===== src/rtl/conv_pkg.sv =====
// Shared definitions for the convolution window loader: DMA word layout,
// engine register map, packing geometry and the loader state encoding.
package conv_pkg;

  localparam int DMA_STB_BIT = 31;
  localparam int DMA_IDX_LSB = 24;
  localparam int DMA_DATA_W  = 24;

  localparam logic [2:0] PIX_BASE = 3'd0;
  localparam logic [2:0] KER_BASE = 3'd3;

  localparam logic [2:0] GROUPS_PER_CH   = 3'd6;
  localparam logic [1:0] BYTES_PER_GROUP = 2'd3;

  typedef enum logic [2:0] {
    IDLE,
    CLEAR,
    LOAD,
    ACC,
    DONE
  } loader_state_e;

endpackage


===== src/rtl/conv_byte_packer.sv =====
// Packs accepted bytes three at a time, first byte in the MSBs, and flags
// the cycle on which a group completes together with the packed word.
module conv_byte_packer
  import conv_pkg::*;
(
  input  logic                  clk,
  input  logic                  rst,
  input  logic                  accept,
  input  logic [7:0]            byte_in,
  output logic                  group_valid,
  output logic [DMA_DATA_W-1:0] group_word
);

  logic [1:0]  byte_cnt_q, byte_cnt_d;
  logic [15:0] pack_q, pack_d;

  // The completing byte is combined straight from the input so the group
  // is available on the same cycle it is accepted.
  always_comb begin
    byte_cnt_d  = byte_cnt_q;
    pack_d      = pack_q;
    group_valid = 1'b0;
    group_word  = {pack_q, byte_in};
    if (accept) begin
      pack_d = {pack_q[7:0], byte_in};
      if (byte_cnt_q == BYTES_PER_GROUP - 2'd1) begin
        byte_cnt_d  = '0;
        group_valid = 1'b1;
      end else begin
        byte_cnt_d = byte_cnt_q + 2'd1;
      end
    end
  end

  always_ff @(posedge clk) begin
    if (rst) begin
      byte_cnt_q <= '0;
      pack_q     <= '0;
    end else begin
      byte_cnt_q <= byte_cnt_d;
      pack_q     <= pack_d;
    end
  end

endmodule


===== src/rtl/conv_window_loader.sv =====
// Byte-stream to 3x3 engine register loader with per-channel accumulate control.
// Optional CONV_WINDOW_LOADER_KERNEL_REUSE_EN adds reuse_kernel (pixel-only loads).
module conv_window_loader
  import conv_pkg::*;
#(
  parameter int CH_W  = 8,
  parameter int IDX_W = 3
) (
  input  logic            clk,
  input  logic            rst,
  input  logic            start,
  input  logic [CH_W-1:0] cfg_channels,
  input  logic [7:0]      in_data,
  input  logic            in_valid,
  output logic            in_ready,
  output logic [31:0]     dma_word,
  output logic            acc_clear,
  output logic            acc_enable,
  output logic            busy,
  output logic            done
`ifdef CONV_WINDOW_LOADER_KERNEL_REUSE_EN
  ,
  input  logic            reuse_kernel
`endif
);

  loader_state_e   state_q, state_d;
  logic [CH_W-1:0] ch_cnt_q, ch_cnt_d;
  logic [CH_W-1:0] ch_last_q, ch_last_d;
  logic [IDX_W-1:0] group_cnt_q, group_cnt_d;
  logic            reuse_q, reuse_d;
  logic [31:0]     dma_word_q, dma_word_d;
  logic            acc_clear_q, acc_clear_d;
  logic            acc_enable_q, acc_enable_d;
  logic            done_q, done_d;

  logic [IDX_W-1:0]      group_target;
  logic                  accept;
  logic                  group_valid;
  logic [DMA_DATA_W-1:0] group_word;

  // Kernel reuse stops the channel after the pixel registers.
  assign group_target = reuse_q ? IDX_W'(KER_BASE) : IDX_W'(GROUPS_PER_CH);
  assign in_ready     = (state_q == LOAD) && (group_cnt_q < group_target);
  assign accept       = in_valid && in_ready;

  conv_byte_packer u_packer (
    .clk         (clk),
    .rst         (rst),
    .accept      (accept),
    .byte_in     (in_data),
    .group_valid (group_valid),
    .group_word  (group_word)
  );

  always_comb begin
    state_d      = state_q;
    ch_cnt_d     = ch_cnt_q;
    ch_last_d    = ch_last_q;
    group_cnt_d  = group_cnt_q;
    reuse_d      = reuse_q;
    dma_word_d   = {1'b0, dma_word_q[30:0]};
    acc_clear_d  = 1'b0;
    acc_enable_d = 1'b0;
    done_d       = 1'b0;
    case (state_q)
      IDLE: begin
        if (start) begin
          ch_last_d   = (cfg_channels == '0) ? '0 : cfg_channels - CH_W'(1);
          ch_cnt_d    = '0;
          group_cnt_d = IDX_W'(PIX_BASE);
`ifdef CONV_WINDOW_LOADER_KERNEL_REUSE_EN
          reuse_d     = reuse_kernel && (cfg_channels <= CH_W'(1));
`else
          reuse_d     = 1'b0;
`endif
          acc_clear_d = 1'b1;
          state_d     = CLEAR;
        end
      end
      CLEAR: state_d = LOAD;
      LOAD: begin
        if (group_valid) begin
          dma_word_d = '0;
          dma_word_d[DMA_STB_BIT] = 1'b1;
          dma_word_d[DMA_IDX_LSB +: IDX_W] = group_cnt_q;
          dma_word_d[DMA_DATA_W-1:0] = group_word;
          group_cnt_d = group_cnt_q + IDX_W'(1);
        end
        // The last group's strobe is on the bus now; accumulate next cycle.
        if (dma_word_q[DMA_STB_BIT] && (group_cnt_q == group_target)) begin
          acc_enable_d = 1'b1;
          state_d      = ACC;
        end
      end
      ACC: begin
        if (ch_cnt_q == ch_last_q) begin
          done_d  = 1'b1;
          state_d = DONE;
        end else begin
          ch_cnt_d    = ch_cnt_q + CH_W'(1);
          group_cnt_d = IDX_W'(PIX_BASE);
          state_d     = LOAD;
        end
      end
      DONE:    state_d = IDLE;
      default: state_d = IDLE;
    endcase
  end

  always_ff @(posedge clk) begin
    if (rst) begin
      state_q      <= IDLE;
      ch_cnt_q     <= '0;
      ch_last_q    <= '0;
      group_cnt_q  <= '0;
      reuse_q      <= 1'b0;
      dma_word_q   <= '0;
      acc_clear_q  <= 1'b0;
      acc_enable_q <= 1'b0;
      done_q       <= 1'b0;
    end else begin
      state_q      <= state_d;
      ch_cnt_q     <= ch_cnt_d;
      ch_last_q    <= ch_last_d;
      group_cnt_q  <= group_cnt_d;
      reuse_q      <= reuse_d;
      dma_word_q   <= dma_word_d;
      acc_clear_q  <= acc_clear_d;
      acc_enable_q <= acc_enable_d;
      done_q       <= done_d;
    end
  end

  assign dma_word   = dma_word_q;
  assign acc_clear  = acc_clear_q;
  assign acc_enable = acc_enable_q;
  assign done       = done_q;
  assign busy       = (state_q != IDLE);

endmodule


===== config.mk =====
export PLATFORM = sky130hd
export DESIGN_NAME = conv_window_loader
export DESIGN_NICKNAME = d
export VERILOG_FILES = /design/src/rtl/conv_pkg.sv /design/src/rtl/conv_byte_packer.sv /design/src/rtl/conv_window_loader.sv
export SDC_FILE = /design/constraint.sdc
export NUM_CORES = 1
export LEC_CHECK = 0
export CORE_ASPECT_RATIO = 1.25
export CORE_MARGIN = 5
export CORE_UTILIZATION = 46
export CTS_CLUSTER_DIAMETER = 80
export CTS_CLUSTER_SIZE = 30
export DETAILED_ROUTE_END_ITERATION = 10
export PLACE_DENSITY = 0.75
export SLEW_MARGIN = 10
export SYNTH_ARGS = -nofsm -noshare
export SYNTH_HDL_FRONTEND = slang
export SYNTH_HIERARCHICAL = 1
export SYNTH_SLANG_ARGS = --single-unit
export TNS_END_PERCENT = 20

===== constraint.sdc =====
create_clock -name clk -period 2.1 [get_ports clk]
set_input_delay 0.315 -clock clk [delete_from_list [all_inputs] [get_ports clk]]
set_output_delay 0.315 -clock clk [all_outputs]
set_load 0.05 [all_outputs]

-- Word-level counts from Yosys, hierarchy flattened
Index checks and enable logic that the tools add are counted.
- register bits after elaboration: 71
- latch bits: 0
- RAM bits: 0
- ROM bits: 0
- output and inout bits: 37
- memories kept: 0
- add/sub/neg operators: 4
- multiply operators: 0
- div/mod/pow operators: 0
- order comparisons: 1
- equality and inequality tests: 10
- shift-type cells: 0
- muxes and demuxes: 19
- bitwise gates (word level): 3
- reductions and logical operators: 16
- operator list (operator ; count):
    two-way mux 32 bit ; 1
    two-way mux 8 bit ; 3
    two-way mux 3 bit ; 6
    case mux 8 bit (2 select lines) ; 1
    case mux 3 bit (4 select lines) ; 1
    case mux 3 bit (3 select lines) ; 1
    adder 8 x 1 -> 8 bit (second input constant) ; 1
    equality test 8 bit ; 1
    zero test 8 bit ; 1
    subtractor 8 x 1 -> 8 bit (second input constant) ; 1
    equality test 3 x 2 -> 1 bit (second input constant) ; 2
    != test 2 bit (second input constant) ; 3
    AND reduction 2 bit ; 3
    nonzero test 3 bit ; 2
    OR reduction 2 bit ; 3
    two-way mux 1 bit ; 5
    AND reduction 4 bit ; 1
    adder 3 x 1 -> 3 bit (second input constant) ; 1
    equality test 3 x 1 -> 1 bit (second input constant) ; 1
    equality test 3 bit (second input constant) ; 1
    logical AND 1 bit ; 3
    zero test 3 bit ; 1
    < comparator 3 bit (second input constant) ; 1
    inverter 1 bit ; 3
    other kinds (6) ; 6

-- Longest topological paths before layout
Gate-level depths: netlist (run 1).
- depth in word-level cells: 6
- gate-level depth with buffers: 12

-- Cells and area by module
Netlist (run 1), hierarchy kept.
- by module, submodules not included (module ; instances ; cells each ; area an instance (um^2)):
    conv_window_loader ; 1 ; 281 ; 2311.0
    conv_byte_packer ; 1 ; 70 ; 711.9

-- Least setup slack after synthesis (run 1)
No wires, ideal clock.
- path kind: register to register
- from: reg state_q[1]
- to: reg dma_word_q[10], in the netlist dma_word[10]
- library setup time: 0.132 ns
- data arrival time: 2.969 ns
- data required time: 1.968 ns
- slack: -1.001 ns
- cell stages (with the launch flop): 13
- buffers on the path: 4
- period minus slack after synthesis: 3.101 ns
- cells stage by stage: dfxtp_1 > buf_2 > or3b_2 > a21oi_1 > and2_1 > buf_4 > nand2_1 > nor2_1 > nand2_1 > clkbuf_1 > buf_1 > nand2_1 > a21oi_1
- word-level cells in the longest chain between the ends: 5
- ends and longest elaborated chain (item ; line ; text):
    from (decl) ; conv_window_loader.sv:27 ; loader_state_e state_q, state_d;
    from (signal assigned) ; conv_window_loader.sv:123 ; state_q <= state_d;
    equality test 3 x 2 -> 1 bit ; conv_window_loader.sv:44 ; assign in_ready = (state_q == LOAD) && (group_cnt_q < group_target);
    logical AND 1 bit ; conv_window_loader.sv:44 ;
    net in_ready ; conv_window_loader.sv:15 ; output logic in_ready,
    logical AND 1 bit ; conv_window_loader.sv:45 ; assign accept = in_valid && in_ready;
    net accept ; conv_window_loader.sv:38 ; logic accept;
    two-way mux 1 bit ; conv_byte_packer.sv:24 ; if (accept) begin
    net group_valid ; conv_window_loader.sv:39 ; logic group_valid;
    AND reduction 2 bit (no line) ; - ;
    to (signal assigned) ; conv_window_loader.sv:128 ; dma_word_q <= dma_word_d;
    to (decl) ; conv_window_loader.sv:32 ; logic [31:0] dma_word_q, dma_word_d;
The timed path passes the listed nets, and every way through them passes these cells.
A chain may end at the register's enable or synchronous reset.

-- Worst setup path in the final report (run 1)
- from: reg state_q[2]
- to: reg u_packer.byte_cnt_q[0]
- word-level cells in the longest chain between the ends: 3
- ends and longest elaborated chain (item ; line ; text):
    equality test 3 x 2 -> 1 bit ; conv_window_loader.sv:44 ;
    logical AND 1 bit ; conv_window_loader.sv:44 ;
    logical AND 1 bit ; conv_window_loader.sv:45 ;
    net accept ; conv_window_loader.sv:38 ;
    to (signal assigned) ; conv_byte_packer.sv:40 ; byte_cnt_q <= byte_cnt_d;
    to (decl) ; conv_byte_packer.sv:14 ; logic [1:0] byte_cnt_q, byte_cnt_d;
The timed path passes the listed nets, and every way through them passes these cells.

==> results of run 1 <==
[stage by stage]
step	std cells	cell area, sq um	hold WS [ps]
finish	497	3900	220
global route	497	3900	246
CTS	496	3890	216
detailed placement	480	3660	443
global placement	480	3660	436
floorplan	354	3110	431
[registers in the layout, summed over array words and instances, names as in the netlist]
| register | cells |
|---|---|
| ch_cnt_q | 8 |
| u_packer/pack_q | 16 |
| group_cnt_q | 3 |
| acc_clear | 1 |
| u_packer/byte_cnt_q | 2 |
| ch_last_q | 8 |
| acc_enable | 1 |
| done | 1 |
| dma_word | 28 |
| state_q | 3 |
[final timing paths]
check	from	endpoint	slack (ps)
worst min-delay path	rst	ch_last_q[7]	220
worst max-delay path	state_q[2]	u_packer/byte_cnt_q[0]	140
worst min register to register	dma_word[5]	dma_word[5]	450
worst max register to register	state_q[2]	u_packer/byte_cnt_q[0]	140
[power by group through the flow]
stage          clock, mW  sequential [mW]  combinational (mW)
6_report            1.24             1.39               0.300
3_5_place_dp           0             1.42               0.298
4_1_cts             1.26             1.39               0.298
2_1_floorplan          0             1.42               0.199
3_3_place_gp           0             1.42               0.292
5_1_grt             1.31             1.39               0.327
[final cells by class]
cell class / count / share of cell area
multi-input combinational: 244 / 0.368
sequential: 71 / 0.365
timing repair buffer: 70 / 0.172
clock buffer: 9 / 0.0318
tap: 87 / 0.0279
clock inverter: 7 / 0.0266
inverter: 9 / 0.00867
[cell usage after synthesis (2+ instances only)]
| cell type | n | area [sq um] |
|---|---|---|
| dfxtp_1 | 71 | 1420 |
| nand2_1 | 62 | 233 |
| nor2_1 | 36 | 135 |
| a21oi_1 | 35 | 175 |
| mux2i_1 | 16 | 160 |
| buf_4 | 14 | 105 |
| inv_1 | 9 | 33.8 |
| xnor2_1 | 9 | 78.8 |
| nor3_1 | 8 | 40.0 |
| a22oi_1 | 7 | 52.6 |
| buf_2 | 7 | 35.0 |
| clkbuf_1 | 7 | 26.3 |
| o21ai_0 | 6 | 30.0 |
| ha_1 | 5 | 62.6 |
| nand3_1 | 5 | 25.0 |
| nand2b_1 | 4 | 25.0 |
| nand4_1 | 4 | 25.0 |
| or4_1 | 4 | 30.0 |
| xor2_1 | 4 | 35.0 |
| and2_1 | 3 | 18.8 |
| o211ai_1 | 3 | 22.5 |
| or3_1 | 3 | 18.8 |
| a311oi_1 | 2 | 17.5 |
| a31oi_1 | 2 | 12.5 |
| buf_1 | 2 | 7.51 |
| nand3b_1 | 2 | 15.0 |
| nor3b_1 | 2 | 15.0 |
| or3b_2 | 2 | 17.5 |
| or4_4 | 2 | 22.5 |
[metal layers]
| layer | vias up | GRT usage | wire [um] |
|---|---|---|---|
| li1 | 1292 | - | - |
| met1 | 1183 | 0.197 | 2770 |
| met2 | 60 | 0.290 | 3450 |
| met3 | 9 | 0.0376 | 316 |
| met4 | 0 | 0.0679 | 120 |
| met5 | - | 0 | 0 |
[cells by family after synthesis]
group	after synthesis	synth area share
other	1	0.00124
XOR/XNOR	13	0.0377
AND/OR/NAND/NOR	142	0.219
multiplexers	17	0.0567
adder cells (fa/ha/maj)	5	0.0207
flip-flops	71	0.470
buffers and inverters	39	0.0687
AO/OA/AOI/OAI	63	0.126
[what timing repair did]
action | CTS | global route
setup endpoints to repair | 1 | 1
setup buffers | 0 | 1
pin swaps | 0 | 1
resized for setup | 1 | 0
==> summary.txt, run 1 <==
Drt
  • DRT Wirelength: 6.66 mm
  • DR iter-0 viols: 136
  • Routed wire per std cell: 13.4 um
  • Routed Antenna Nets: 0
  • Vias per cell: 5.12
  • Detailed-route via count: approximately 2500
  • Drc violations: 0
  • TritonRoute pass-1 iters: 4

Global routing
  • Largest net degree at the start of global routing: just over 60
  • First-pass GRT wire length: ~11 mm
  • Global route overflow: 0
  • GRT Util Overall: 0.167
  • Initial antenna violation count: 0
  • Number of global-route vias before repair: 2359

CTS
  • H-Tree Depth: 3
  • Cts hold-fix bufs: 0
  • Num CTS Buffers: 9
  • Root Driver: clkbuf_8
  • Worst-path clk slew: 80 ps
  • CTS sink cnt: 71
  • Longest Clk Path Bufs: 2
  • CTS tree: done
  • Skew-Pair Late Insertion Delay: 360 ps

Layout
  • Number of diodes: 0
  • Reg area: 1420 sq um
  • Commonest non-fill, non-tap cell in the layout: dfxtp_1
  • Nets: 430
  • Filler cells: between 500 and 600
  • Post-layout util: 0.601
  • Footprint of the multi-input gates: 1430 sq um
  • Share of cells above drive strength 1: 0.124
  • Most frequent cells in the layout: 70 x dfxtp_1, 61 x nand2_1, 49 x clkdlybuf4s50_1
  • Area delta synth->final: 28.9%

Power
  • Sw frac: 0.253
  • Psw: 0.741 mW
  • Sequential power share: 0.474
  • PwrDens: 751 nW/um^2
  • Total chip power: approximately 3 mW
  • Peak supply drop: 0.466 mV
  • Int Power: 2.18 mW
  • Clock power frac: 0.424
  • Logic pwr share: 0.103
  • Leakage: 1.39 nW

STA
  • Skew final: around 9.3 ps
  • Slew @ Worst Pin: 684 ps
  • # setup viols final: 0
  • Crit share post-route: 0.931
  • Max Freq: 0.511 GHz
  • Final WS setup: 144 ps
  • Max_slew headroom: 0.540
  • Final setup TNS: 0 ps
  • RSZ-0062 raised after global routing: false
  • Hold Violations, Final: 0
  • Min Tclk post-route: 1960 ps
  • Final-report max-slew violation count: 0

Floorplan
  • Starting Density: 0.466
  • Die Width: 82.5 um
  • Rows: 33
  • Core ar.: 6480 sq um
  • Die H: between 100 and 150 um
  • Die area: 8300 sq um
  • Ports: 57

Setup path
  • Max incr delay on CP: ~420 ps
  • Reg2Reg Depth: 6
  • Worst Path Max Fanout: 20
  • Crit path capture type: register
  • Buf+Inv Stages, Crit Path: 1
  • WP data arrival: 2240 ps
  • CP max-delay cell: or3b_4
  • Crit start category: register
  • Required @ worst endpoint: 2380 ps
  • Crit path kind: register to register
  • Crit. path cell count: 6
  • Crit-path cells: or3b_4 > a21oi_4 > and2_4 > buf_4 > or3b_1 > a21oi_1
  • Cell family with most CP delay: simple AND/OR/NAND/NOR gates

Place
  • Post-detail-place hpwl: 4.82 mm
  • Global placer's final weighted congestion: 0.839
  • Post-place setup slack: -68.6 ps
  • IO Port Bufs: 52

Synthesis
  • Synth Flop Type: dfxtp_1
  • Ys Warns: 6
  • Async set or reset register ratio after synthesis: 0
  • Number of synthesized flops with an enable pin: 0
  • Post-Syn Area: 3020 sq um
  • Mapped Cells: 351
  • Synth cell types: 44
  • Sequential area share after synthesis: 0.470
  • #FFs+latches synth: 71
  • Mean area per synthesized cell: 8.61 sq um

Worst hold path
  • Hold path cells: 2
  • Worst Hold Class: input port to register

Flow run
  • Maxcap violations: 0

Outcome
  • Status: completed
No activity file was read; power rests on OpenSTA's default activity.
==> run 2, diff against run 1 <==
--- a/config.mk
+++ b/config.mk
@@ -7,11 +7,11 @@
 export LEC_CHECK = 0
 export CORE_ASPECT_RATIO = 1.25
 export CORE_MARGIN = 5
-export CORE_UTILIZATION = 46
-export CTS_CLUSTER_DIAMETER = 80
+export CORE_UTILIZATION = 40
+export CTS_CLUSTER_DIAMETER = 40
 export CTS_CLUSTER_SIZE = 30
 export DETAILED_ROUTE_END_ITERATION = 10
-export PLACE_DENSITY = 0.75
+export PLACE_DENSITY = 0.66
 export SLEW_MARGIN = 10
 export SYNTH_ARGS = -nofsm -noshare
 export SYNTH_HDL_FRONTEND = slang
==> run 2 against run 1 <==
  * Via count down 0.59%
  * Fmax down 1.3%
  * Utilization down 7.3 points
  * Sequential share of layout area up 0.11 points
  * Global-route usage down 1.7 points
  * Cell area down 0.29%
  * Die area up 13%
  * Worst hold slack better by 170 ps
  * Critical path depth unchanged
  * Flip-flop and latch count unchanged
  * Cell count up 0.80%
  * Clock skew down 1.9 ps
  * Largest cell class unchanged
==> summary.txt, run 2 (synthesis gave the netlist of run 1 again) <==
STA
  • Skew final: 7.43 ps (-1.88 ps)
  • Hold Violations, Final: 0 (unchanged)
  • Slew @ Worst Pin: 737 ps (+53.1 ps)
  • Final WS setup: 120 ps (-24.9 ps)
  • Final-report max-slew violation count: 0 (unchanged)
  • # setup viols final: 0 (unchanged)
  • Crit share post-route: 0.943 (+0.0119)
  • Max Freq: 0.505 GHz (-1.3%)
  • RSZ-0062 raised after global routing: true
  • Max_slew headroom: 0.505 (-0.0357)
  • Min Tclk post-route: 1980 ps (+24.9 ps)
  • Hold slack: 393 ps (+173 ps)

CTS
  • Skew-Pair Late Insertion Delay: 350 ps (about the same)
  • CTS sink cnt: 71 (unchanged)
  • H-Tree Depth: 3 (unchanged)
  • CTS tree: done
  • Root Driver: clkbuf_8
  • Longest Clk Path Bufs: 2 (unchanged)
  • Worst-path clk slew: 80 ps (about the same)
  • Num CTS Buffers: 9 (unchanged)
  • Cts hold-fix bufs: 0 (unchanged)

Floorplan
  • Rows: 35 (+6.1%)
  • Die H: 107 um (+6.5%)
  • Starting Density: 0.411 (-0.0554)
  • Ports: 57 (unchanged)
  • Die area: 9410 sq um (+13%)
  • Die Width: 87.8 um (+6.4%)
  • Core ar.: 7360 sq um (+13%)

Global routing
  • Largest net degree at the start of global routing: 65 (+6.6%)
  • First-pass GRT wire length: 11.2 mm (+4.0%)
  • Number of global-route vias before repair: 2392 (+1.4%)
  • Global route overflow: 0 (unchanged)
  • GRT Util Overall: 0.151 (-0.0169)
  • Initial antenna violation count: 0 (unchanged)

Setup path
  • Crit-path cells: or3b_4 > a21oi_4 > and2_4 > buf_4 > or3b_1 > a21oi_1
  • RR Startpoint: state_q[2]
  • Required @ worst endpoint: 2370 ps (about the same)
  • WP data arrival: 2250 ps (about the same)
  • Reg2Reg Depth: 6 (unchanged)
  • Crit path capture type: register
  • Crit start category: register
  • Reg2reg setup slack: 120 ps (-20 ps)
  • CP max-delay cell: or3b_4
  • Worst R2R End: u_packer/byte_cnt_q[0]
  • Crit path kind: register to register
  • Worst Path Max Fanout: 20 (unchanged)
  • Max incr delay on CP: 420 ps (about the same)

Place
  • IO Port Bufs: 52 (unchanged)
  • Global placer's final weighted congestion: 0.782 (-6.8%)
  • Post-detail-place hpwl: 4.75 mm (-1.4%)
  • Area post-placement: 3660 sq um (about the same)
  • Post-place setup slack: -72.5 ps (-3.93 ps)

Layout
  • Max reg flops: 28 (unchanged)
  • Number of diodes: 0 (unchanged)
  • Area delta synth->final: 28.6%
  • Share of cells above drive strength 1: 0.122 (-0.00214)
  • Filler cells: 683 (+19%)
  • Most frequent cells in the layout: 70 x dfxtp_1, 61 x nand2_1, 49 x clkdlybuf4s50_1
  • Post-layout util: 0.528 (-0.0730)
  • Reg area: 1420 sq um (unchanged)
  • Footprint of the multi-input gates: 1430 sq um (unchanged)
  • Finished layout cell area: 3890 sq um (-0.29%)
  • Nets: 429 (-0.23%)
  • Commonest non-fill, non-tap cell in the layout: dfxtp_1

Flow run
  • Maxcap violations: 0 (unchanged)

Power
  • Clock power frac: 0.399 (-0.025)
  • Logic pwr share: 0.105 (+0.002)
  • Sequential power share: 0.497 (+0.023)
  • PwrDens: 718 nW/um^2 (-4.3%)
  • Peak supply drop: 0.406 mV (-13%)
  • Psw: 0.711 mW (-4.1%)
  • Leakage: 1.37 nW (-1.2%)
  • Sw frac: 0.255 (+0.00145)
  • Int Power: 2.08 mW (-4.8%)
  • Total chip power: 2.79 mW (-4.6%)

Drt
  • DR iter-0 viols: 93 (-32%)
  • TritonRoute pass-1 iters: 4 (unchanged)
  • Detailed-route via count: 2529 (-0.59%)
  • Routed Antenna Nets: 0 (unchanged)
  • Drc violations: 0 (unchanged)
  • Routed wire per std cell: 13.3 um (-0.52%)
  • DRT Wirelength: 6.68 mm (+0.29%)
  • Vias per cell: 5.05 (-1.4%)

Worst hold path
  • Worst Hold Class: input port to register
  • Hold path cells: 4 (+2)
  • Min-delay src: rst
  • Hold Crit Endpoint: ch_cnt_q[5]

Outcome
  • Status: completed
-- run 2: cell count changes in the layout (fill, tap and decap cells not counted), sizes merged --
cell      previous run  this run
buf                 20        19
bufinv               2         1
clkbuf               9        10
clkinv               2         1
clkinvlp             0         2
inv                 12        11
-- run 2: worst max-delay path by stage --
| stage | from | endpoint | slack, ps | cells past startpoint |
|---|---|---|---|---|
| after floorplan | state_q[1] | dma_word[11] | -210 | 12 |
| after global placement | cfg_channels[5] | ch_last_q[7] | -50 | 6 |
| after detailed placement | cfg_channels[5] | ch_last_q[7] | -70 | 6 |
| after CTS | state_q[2] | dma_word[7] | 100 | 9 |
| after global routing | state_q[2] | group_cnt_q[1] | -40 | 10 |
| final | state_q[2] | u_packer/byte_cnt_q[0] | 120 | 6 |
-- run 2: layer usage --
layer / track usage / share of wire
met3: 0.0307 / 0.044
met5: 0 / 0
met2: 0.259 / 0.52
met4: 0.0647 / 0.013
met1: 0.178 / 0.42
-- run 2: critical path: cells and delay by family, from the launching register on --
kind / cells / cell delay (ps)
simple gates: 3 / 970
flops: 1 / 320
compound gates: 2 / 320
buf+inv: 1 / 300
-- run 2: what timing repair did --
item | 4_1_cts | 5_1_grt
setup buffers | 0 | 1
gates resized for setup | 1 | 0
endpoints found under the setup margin | 1 | 8
-- run 2: power groups by stage --
stage	combinational (mW)	clock [mW]	sequential [mW]
floorplan	0.199	0	1.42
global placement	0.289	0	1.42
detailed placement	0.294	0	1.42
CTS	0.293	1.14	1.39
global route	0.319	1.21	1.39
finish	0.292	1.11	1.39
-- run 2: cell type report --
cell class,instances,share of cell area
Clock buffer,10,0.0354
Multi-Input combinational cell,244,0.369
Sequential cell,71,0.366
Tap cell,92,0.0296
Inverter,9,0.00869
Timing Repair Buffer,69,0.174
Clock inverter,6,0.0174
-- run 2: stage by stage --
| stage | setup TNS, ps | std cells |
|---|---|---|
| final | 0 | 501 |
| after global routing | -45.0 | 501 |
| after CTS | 0 | 500 |
| after detailed placement | -164 | 484 |
| after global placement | -53.8 | 484 |
| after floorplan | -5150 | 354 |
==> run 3, diff against run 2 <==
--- a/config.mk
+++ b/config.mk
@@ -12,9 +12,9 @@
 export CTS_CLUSTER_SIZE = 30
 export DETAILED_ROUTE_END_ITERATION = 10
 export PLACE_DENSITY = 0.66
+export SKIP_CTS_REPAIR_TIMING = 1
 export SLEW_MARGIN = 10
 export SYNTH_ARGS = -nofsm -noshare
 export SYNTH_HDL_FRONTEND = slang
 export SYNTH_HIERARCHICAL = 1
 export SYNTH_SLANG_ARGS = --single-unit
-export TNS_END_PERCENT = 20
==> constraint.sdc (replaced) <==
create_clock -name clk -period 2.1 [get_ports clk]
set_input_delay 0.315 -clock clk [delete_from_list [all_inputs] [get_ports clk]]
set_output_delay 0.315 -clock clk [all_outputs]
set_load 0.005 [all_outputs]
==> run 3 against run 2 <==
  * Sequential power is essentially flat
  * Fmax shrank 0.11%
  * Routed wire length shrank 0.27%
  * Cell count rose by 0.80%
  * Sequential share of layout area increased by 0.095 points
  * Global-route usage down 0.064 points
  * Clock power down 4%
==> summary.txt, run 3 (synthesis gave the netlist of run 1 again) <==
Drt
  • DR iter-0 viols: 122 (+31%)
  • Routed wire per std cell: 13.2 um (-1.1%)
  • Routed Antenna Nets: 0 (unchanged)
  • Drc violations: 0 (unchanged)
  • TritonRoute pass-1 iters: 5 (+1)
  • Detailed-route via count: 2547 (+0.71%)
  • Vias per cell: 5.04 (about the same)
  • DRT Wirelength: 6.66 mm (-0.27%)

Place
  • Area post-placement: 3660 sq um (-0.14%)
  • Post-detail-place hpwl: 4.87 mm (+2.5%)
  • Global placer's final weighted congestion: 0.794 (+1.6%)
  • IO Port Bufs: 52 (unchanged)
  • Placed insts: 489 (+1.0%)

Floorplan
  • Rows: 35 (unchanged)
  • Die area: 9410 sq um (unchanged)
  • Die H: 107 um (unchanged)
  • Core ar.: 7360 sq um (unchanged)
  • Ports: 57 (unchanged)
  • Starting Density: 0.411 (unchanged)
  • Die Width: 87.8 um (unchanged)

Layout
  • Share of cells above drive strength 1: 0.126 (+0.00366)
  • Finished Layout Cells: 505 (+0.80%)
  • Finished layout cell area: 3880 sq um (-0.26%)
  • Most frequent cells in the layout: 70 x dfxtp_1, 62 x nand2_1, 50 x clkdlybuf4s50_1
  • Commonest non-fill, non-tap cell in the layout: dfxtp_1
  • Nets: 433 (+0.93%)
  • Area delta synth->final: 28.2%
  • Max reg flops: 28 (unchanged)
  • Number of diodes: 0 (unchanged)

Setup path
  • Reg2reg setup slack: 170 ps (+50 ps)
  • CP Capture Point: busy
  • Cell family with most CP delay: buffers and inverters
  • Worst Path Max Fanout: 10 (-50%)
  • Crit. path cell count: 4 (-2)
  • Max incr delay on CP: 450 ps (+30 ps)
  • Crit-path cells: buf_4 > nor3_1 > inv_1 > clkdlybuf4s50_1
  • Reg2Reg Depth: 6 (unchanged)
  • RR Startpoint: state_q[2]
  • Crit path kind: register to primary output
  • WP data arrival: 1670 ps (-580 ps)
  • CP max-delay cell: clkdlybuf4s50_1
  • Crit path capture type: primary output
  • Crit start category: register
  • Worst R2R End: u_packer/byte_cnt_q[0]
  • Worst setup path start: state_q[1]
  • Buf+Inv Stages, Crit Path: 3 (+2)
  • Required @ worst endpoint: 1780 ps (-590 ps)

CTS
  • Num CTS Buffers: 9 (unchanged)
  • H-Tree Depth: 3 (unchanged)
  • Root Driver: clkbuf_8
  • CTS tree: done
  • CTS sink cnt: 71 (unchanged)
  • Longest Clk Path Bufs: 2 (unchanged)
  • Worst-path clk slew: 70 ps (about the same)
  • Skew-Pair Late Insertion Delay: 350 ps (about the same)

STA
  • Final-report max-slew violation count: 0 (unchanged)
  • Crit share post-route: 0.944 (+0.00107)
  • Hold slack: 235 ps (-158 ps)
  • Max Freq: 0.504 GHz (-0.11%)
  • Min Tclk post-route: 1980 ps (+2.25 ps)
  • Slew @ Worst Pin: 632 ps (-105 ps)
  • Skew final: 9.15 ps (+1.72 ps)
  • RSZ-0062 raised after global routing: false
  • Max_slew headroom: 0.576 (+0.0709)
  • Hold Violations, Final: 0 (unchanged)
  • # setup viols final: 0 (unchanged)

Outcome
  • Status: completed

Global routing
  • Largest net degree at the start of global routing: 61 (-6.2%)
  • Initial antenna violation count: 0 (unchanged)
  • First-pass GRT wire length: 11.1 mm (-0.68%)
  • Global route overflow: 0 (unchanged)
  • Number of global-route vias before repair: 2431 (+1.6%)
  • GRT Util Overall: 0.150 (-0.000639)

Power
  • Clock power frac: 0.393 (-0.006)
  • Sequential power share: 0.509 (+0.012)
  • Total chip power: 2.72 mW (-2.4%)
  • Psw: 0.673 mW (-5.4%)
  • Peak supply drop: 0.363 mV (-11%)
  • PwrDens: 702 nW/um^2 (-2.2%)
  • Int Power: 2.05 mW (-1.4%)
  • Logic pwr share: 0.098 (-0.007)
  • Leakage: 1.39 nW (+1.4%)
  • Sw frac: 0.247 (-0.00767)

Worst hold path
  • Worst Hold Class: input port to register
  • Hold path cells: 2 (-2)

Flow run
  • Maxcap violations: 0 (unchanged)
==> run 3: cell types whose count changed in the layout (fill, tap and decap cells not counted), sizes merged <==
cell,change
buf,+3
clkinv,+2
clkbuf,-1
clkdlybuf4s50,+1
dlygate4sd2,-1
dlymetal6s2s,+1
inv,-1
==> run 3: worst reg2reg max path, delay by kind of cell (launching register included) <==
family          cells  cell delay, ps
simple gates        3             960
flops               1             310
buf+inv             1             300
compound gates      2             290
==> run 3: layout make-up <==
type	count	area, sq um
Inverter	9	33.8
Multi-Input combinational cell	244	1430
Timing Repair Buffer	73	679
Sequential cell	71	1420
Tap cell	92	115
Fill cell	712	3480
Clock inverter	7	72.6
Clock buffer	9	124
==> run 3: power by group through the flow <==
stage	clock network [mW]	registers (mW)	logic (mW)
after global placement	0	1.42	0.262
final	1.07	1.39	0.267
after global routing	1.17	1.39	0.295
after detailed placement	0	1.42	0.265
after floorplan	0	1.41	0.166
after CTS	1.10	1.39	0.267
==> run 3: worst min-delay path by stage <==
stage,from,to,slack (ps)
final,rst,ch_last_q[7],230
after global routing,rst,ch_last_q[7],230
after CTS,rst,ch_last_q[7],220
after detailed placement,dma_word[6],dma_word[6],450
after global placement,u_packer/pack_q[14],dma_word[22],440
after floorplan,u_packer/pack_q[8],dma_word[16],430
==> run 3: stage by stage <==
| step | setup WS [ps] | setup TNS (ps) | util |
|---|---|---|---|
| 6_report | 117 | 0 | 0.527 |
| 5_1_grt | 20.9 | 0 | 0.527 |
| 4_1_cts | -87.1 | -87.1 | 0.524 |
| 3_5_place_dp | -72.8 | -169 | 0.497 |
| 3_3_place_gp | -48.5 | -48.5 | 0.497 |
| 2_1_floorplan | 1.53 | 0 | - |
==> run 3: per-layer routing <==
metal | global-route usage | vias up | wire [um]
li1 | - | 1298 | -
met2 | 0.263 | 55 | 3460
met1 | 0.173 | 1187 | 2760
met4 | 0.0406 | 0 | 72
met3 | 0.0469 | 7 | 371
met5 | 0 | - | 0
